### src/rtl/bin_pack_pkg.sv
// Shared types and helpers for the binary pixel stream packer.
// Word records use DEF_DATA_W, so the top's DATA_W must match it.
package bin_pack_pkg;

  localparam int DEF_DATA_W = 16;

  typedef enum logic {
    IDLE,
    RUN
  } state_e;

  typedef struct packed {
    logic [DEF_DATA_W-1:0] data;
    logic                  sop;
    logic                  eop;
  } word_t;

  function automatic int frame_pix(input int h, input int v);
    return h * v;
  endfunction

endpackage

### src/rtl/bin_pack_fifo2.sv
// Two-entry word FIFO; entry 0 is always the head and drives the output port.
module bin_pack_fifo2
  import bin_pack_pkg::*;
(
  input  logic  clk,
  input  logic  rst_n,
  input  logic  push,
  input  word_t wdata,
  input  logic  pop,
  output logic  full,
  output logic  empty,
  output word_t head
);

  word_t      e0, e1;
  logic [1:0] cnt;
  logic       pop_ok, push_ok;

  assign empty   = (cnt == 2'd0);
  assign full    = (cnt == 2'd2);
  assign pop_ok  = pop & ~empty;
  // A pop in the same cycle frees a slot, so a push into a full FIFO still lands.
  assign push_ok = push & (~full | pop_ok);
  assign head    = e0;

  // NOTE: the two entries are reset (cheap here) so the head reads zero after reset.
  always_ff @(posedge clk) begin
    if (!rst_n) begin
      e0  <= '0;
      e1  <= '0;
      cnt <= 2'd0;
    end else begin
      case ({push_ok, pop_ok})
        2'b01: begin
          e0  <= e1;
          cnt <= cnt - 2'd1;
        end
        2'b10: begin
          if (cnt == 2'd0) e0 <= wdata;
          else             e1 <= wdata;
          cnt <= cnt + 2'd1;
        end
        2'b11: begin
          if (cnt == 2'd1) begin
            e0 <= wdata;
          end else begin
            e0 <= e1;
            e1 <= wdata;
          end
        end
        default: ;
      endcase
    end
  end

endmodule

### src/rtl/bin_stream_packer.sv
// Packs a 1-bit pixel stream MSB-first into DATA_W-bit words with frame flags.
// Optional frame length checking is enabled by defining BIN_PACK_LEN_CHECK_EN.
module bin_stream_packer
  import bin_pack_pkg::*;
#(
  parameter int H_ACTIVE = 640,
  parameter int V_ACTIVE = 480,
  parameter int DATA_W   = DEF_DATA_W
) (
  input  logic              clk,
  input  logic              rst_n,
  input  logic              din,
  input  logic              din_sop,
  input  logic              din_eop,
  input  logic              din_vld,
  output logic [DATA_W-1:0] dout,
  output logic              dout_sop,
  output logic              dout_eop,
  output logic              dout_vld,
  input  logic              dout_rdy,
  output logic              frame_done,
  output logic              ovf,
  output logic              len_err
);

  localparam int IDX_W = $clog2(DATA_W);

  state_e            state;
  logic [DATA_W-1:0] acc;
  logic [IDX_W-1:0]  idx;
  logic              first;

  logic              load_sop, beat_run, complete;
  logic [DATA_W-1:0] base, merged;
  logic [IDX_W-1:0]  pos;
  word_t             push_word, head;
  logic              full, empty;

  // NOTE: every always_comb output gets a default first so no latch is inferred.
  always_comb begin
    load_sop = din_vld & din_sop;
    beat_run = din_vld & ~din_sop & (state == RUN);
    base     = load_sop ? '0 : acc;
    pos      = load_sop ? '0 : idx;
    merged   = base;
    merged[IDX_W'(DATA_W-1) - pos] = din;
    complete = load_sop ? din_eop
                        : (beat_run & (din_eop | (idx == IDX_W'(DATA_W-1))));
    push_word.data = merged;
    push_word.sop  = load_sop | first;
    push_word.eop  = din_eop;
  end

  // NOTE: sequential state uses non-blocking assignments only.
  always_ff @(posedge clk) begin
    if (!rst_n) begin
      state      <= IDLE;
      acc        <= '0;
      idx        <= '0;
      first      <= 1'b0;
      frame_done <= 1'b0;
      ovf        <= 1'b0;
    end else begin
      frame_done <= (load_sop | beat_run) & din_eop;
      if (complete & full & ~dout_rdy) ovf <= 1'b1;
      if (load_sop | beat_run) begin
        if (complete) begin
          acc   <= '0;
          idx   <= '0;
          first <= 1'b0;
        end else begin
          acc   <= merged;
          idx   <= pos + IDX_W'(1);
          first <= load_sop | first;
        end
        state <= din_eop ? IDLE : RUN;
      end
    end
  end

`ifdef BIN_PACK_LEN_CHECK_EN
  localparam int FRAME_PIX = frame_pix(H_ACTIVE, V_ACTIVE);
  localparam int CNT_W     = $clog2(FRAME_PIX + 1);

  logic [CNT_W-1:0] cnt, cnt_next;

  // Count includes the current beat; it saturates rather than wrapping.
  always_comb begin
    cnt_next = load_sop ? CNT_W'(1) : ((cnt == '1) ? cnt : cnt + CNT_W'(1));
  end

  always_ff @(posedge clk) begin
    if (!rst_n) begin
      cnt     <= '0;
      len_err <= 1'b0;
    end else begin
      if (load_sop | beat_run) cnt <= cnt_next;
      if ((load_sop & (state == RUN)) |
          ((load_sop | beat_run) & din_eop & (cnt_next != CNT_W'(FRAME_PIX))))
        len_err <= 1'b1;
    end
  end
`else
  assign len_err = 1'b0;
`endif

  bin_pack_fifo2 u_fifo (
    .clk   (clk),
    .rst_n (rst_n),
    .push  (complete),
    .wdata (push_word),
    .pop   (dout_rdy),
    .full  (full),
    .empty (empty),
    .head  (head)
  );

  assign dout     = head.data;
  assign dout_sop = head.sop;
  assign dout_eop = head.eop;
  assign dout_vld = ~empty;

endmodule

### config.mk
export PLATFORM = sky130hd
export DESIGN_NAME = bin_stream_packer
export DESIGN_NICKNAME = d
export VERILOG_FILES = /design/src/rtl/bin_pack_pkg.sv /design/src/rtl/bin_pack_fifo2.sv /design/src/rtl/bin_stream_packer.sv
export SDC_FILE = /design/constraint.sdc
export NUM_CORES = 1
export LEC_CHECK = 0
export ABC_AREA = 1
export CAP_MARGIN = 30
export CELL_PAD_IN_SITES_DETAIL_PLACEMENT = 0
export CELL_PAD_IN_SITES_GLOBAL_PLACEMENT = 1
export CORE_MARGIN = 2
export CORE_UTILIZATION = 44
export CTS_CLUSTER_DIAMETER = 40
export DETAILED_ROUTE_END_ITERATION = 10
export GPL_TIMING_DRIVEN = 0
export PLACE_DENSITY_LB_ADDON = 0.1
export SLEW_MARGIN = 25
export SYNTH_ARGS = -nofsm -noshare
export SYNTH_HDL_FRONTEND = slang
export SYNTH_HIERARCHICAL = 1
export SYNTH_SLANG_ARGS = --single-unit
### constraint.sdc
create_clock -name clk -period 4.5 [get_ports clk]
set_clock_uncertainty 0.05 [all_clocks]
set_input_delay 0.9 -clock clk [delete_from_list [all_inputs] [get_ports clk]]
set_output_delay 0.9 -clock clk [all_outputs]
set_load 0.03 [all_outputs]
==> implementation parameters <==
Parameter                              Value

Run status
  Result of the run ... completed

Layout
  Share of post-route cells with drive strength above 1 ... 7.54%
  Area Overhead vs Synth ... 14.2%
  Fillcell total ... 948
  Fin area ... 0.00457 sq mm
  Antenna cell count ... 0
  Net count, final ... 742
  Final cell utilization of the core ... 52.2%
  Cell Count, Final, Fillers Out ... 837

Synthesis
  Dominant cell by count in the synthesized netlist ... nand2_1
  Mean instance size in the synthesized netlist ... 5.81 sq um
  Synth Cell Area ... 0.00400 sq mm
  Number of instances in the synthesized netlist ... 689
  Synth Register Bits ... 62
  Top cells by count, synth ... 243 x nand2_1, 106 x inv_1, 93 x nor2_1
  Net count after synthesis ... 705
  Number of synthesized flops with an enable pin ... 0
  Sequential element share of the synthesized area ... 31.0%
  Portion of synthesized cell area occupied by the leading cell type ... 31.0%
  Cell variety after synth ... 27
  Proportion of synthesized flip-flops having asynchronous set or reset ... 0%
  Primary flip-flop cell chosen by synthesis mapping ... dfxtp_1
  Ys Warns ... 6
  Top cell type by total area after synthesis ... dfxtp_1
  Biggest area contributors in the synthesized netlist ... dfxtp_1 31%, nand2_1 23%, inv_1 9.9%

Routing
  1st-pass router iterations ... 5
  Number of DRC markers after the initial detailed-route iteration ... 180
  Ratio of routed vias to standard cells ... 4.99
  Number of design rule violations left after detail routing ... 0
  Antenna Violating Nets Remaining ... 0
  Routed Wire Length ... 11200 microns
  Routed WL per cell ... 13.4 microns
  Number of vias after detailed routing ... 4174

Global route
  Total global routing track utilization ... 24.1%
  Number of global-route vias before repair ... 3934
  Congestion Overflow GR ... 0
  Global-route wire length before repair ... 18900 microns
  Largest net degree at the start of global routing ... 11
  Initial antenna violation count ... 0

Timing
  Setup_tns ... 0 ps
  Least-Margin Pin Slew ... 648 ps
  Achievable frequency ... 265 MHz
  Final-report setup violation count ... 0
  RSZ-0062 raised after global routing ... false
  Final slew viol count ... 0
  Final Critical Period ... 3770 ps
  Final worst hold slack ... 411 ps
  Tcrit/Tclk final ... 83.8%
  Slew margin rel. ... 56.8%
  Number of endpoints with negative hold slack in the final report ... 0

Setup path
  Launching element of the worst setup path ... din_vld
  Endpoint class of the critical path ... register
  CP startpoint kind ... primary input
  Worst reg2reg startpoint ... idx[2]
  Worst-path maximum fanout ... 10
  Data arrival time of the critical path ... 3970 ps
  Req. time, crit path ... 4700 ps
  Critical path class ... primary input to register

Clocking
  # resized after CTS ... 0
  CTS tree ... done
  H-tree levels ... 3
  CTS Root Cell ... clkbuf_8
  Clock Latency Late Sink ... 340 ps
  Cts hold-fix bufs ... 0
  Clock Sinks ... 62
  Setup bufs post-CTS ... 0
  Worst-case clock buffer depth ... 2
  CTS buffer count ... 9
  Clock transition time at the flip-flop clock pins of the worst setup and hold paths ... 70 ps

Placed design
  Post-detailed-placement cell area ... 0.00440 sq mm
  Total of buffers placed on input and output ports ... 26
  HPWL after detailed placement ... 8020 microns
  Routability cong. ... 0.921
  Inst Count DP ... 823

Power
  P_leak ... 2.15 nW
  Cell Pwr Density ... 491 mW/mm^2
  Maximum resistive drop on vdd ... 346 uV

Die
  Die Y-Extent ... 99.4 microns
  Total Die Area ... 0.00987 sq mm
  Width of the chip ... 99.4 microns
  Standard cell core area ... 0.00876 sq mm
  I/O pin total ... 29
  Initial Utilization ... 45.7%
  Number of placement rows ... 34

Hold path
  Worst min-delay path category ... register to register
  Worst hold start ... ovf

Flow run
  Max cap viols ... 0
## flip-flops by register name (all words and copies together), names as in the netlist
signal       flops
u_fifo/e1       18
u_fifo/head     18
acc             16
idx              4
u_fifo/cnt       2
first            1
frame_done       1
ovf              1
state            1
## logic make-up (layout without fill, tap and decap cells)
family | Yosys count | after routing | share of synthesized area, %
simple gates | 403 | 403 | 42.0
compound gates | 65 | 65 | 8.22
fa+ha+maj | 9 | 9 | 2.81
buf+inv | 147 | 187 | 15.4
other cells | 1 | 1 | 0.0937
flops | 62 | 62 | 31.0
xor+xnor | 2 | 2 | 0.438
## path summary, 6_finish.rpt
check | to | slack (ps) | cells after the start
worst max-delay path | u_fifo/e1[13] | 730 | 15
worst min-delay path | ovf | 410 | 2
worst max register to register | u_fifo/e1[9] | 1390 | 15
worst min register to register | ovf | 410 | 2
## where the power goes
group          internal [W]  leakage [nW]  switching [W]  total (W)
combinational      0.000374          1.56       0.000682    0.00106
sequential         0.000672         0.506      0.0000562   0.000728
clock              0.000239        0.0914       0.000219   0.000458
total               0.00129          2.15       0.000957    0.00224
## layer usage
metal,GRT usage (%),part of all wire [%]
met3,2.95,3.6
met1,32.0,48
met5,0,0
met4,8.96,2.1
met2,40.1,47
## layout make-up
cell class                      count  area [sq um]  share of cell area (%)
Tap cell                          108           135                    2.96
Multi-Input combinational cell    480          2140                    46.9
Timing Repair Buffer               26           260                    5.69
Clock buffer                       13           169                    3.70
Inverter                          112           423                    9.25
Buffer                             35           195                    4.27
Clock inverter                      1          5.00                   0.109
Sequential cell                    62          1240                    27.2
## worst max-delay path: stages
cell and delay (ps):
clkdlybuf4s50_1 430, nand2_2 120, nand2_2 100, nand2_2 100
nand2_1 220, nand3_2 230, buf_4 210, buf_4 220
o21ai_0 140, ha_1 240, nand2_1 370, clkbuf_1 390
nand4_1 150, nand2_1 90, nor2_1 40
## layout by cell type, fill, tap and decap left out, drive strengths merged
master	instances
nor2	93
nor3	1
xor2	1
ha	9
buf	26
dfxtp	62
nand3b	1
xnor2	1
inv	111
clkinv	2
nand3	28
clkbuf	22
nand2	249
clkdlybuf4s50	26
o21ai	42
conb	1
nand4	31
a21oi	23
## per-stage QoR
step / power, W / setup WS (ps)
after floorplan: 0.00147 / 1510
after global placement: 0.00178 / 496
after detailed placement: 0.00180 / 412
after CTS: 0.00226 / 783
after global routing: 0.00243 / 515
final: 0.00224 / 730
No activity file was read; power rests on OpenSTA's default activity.
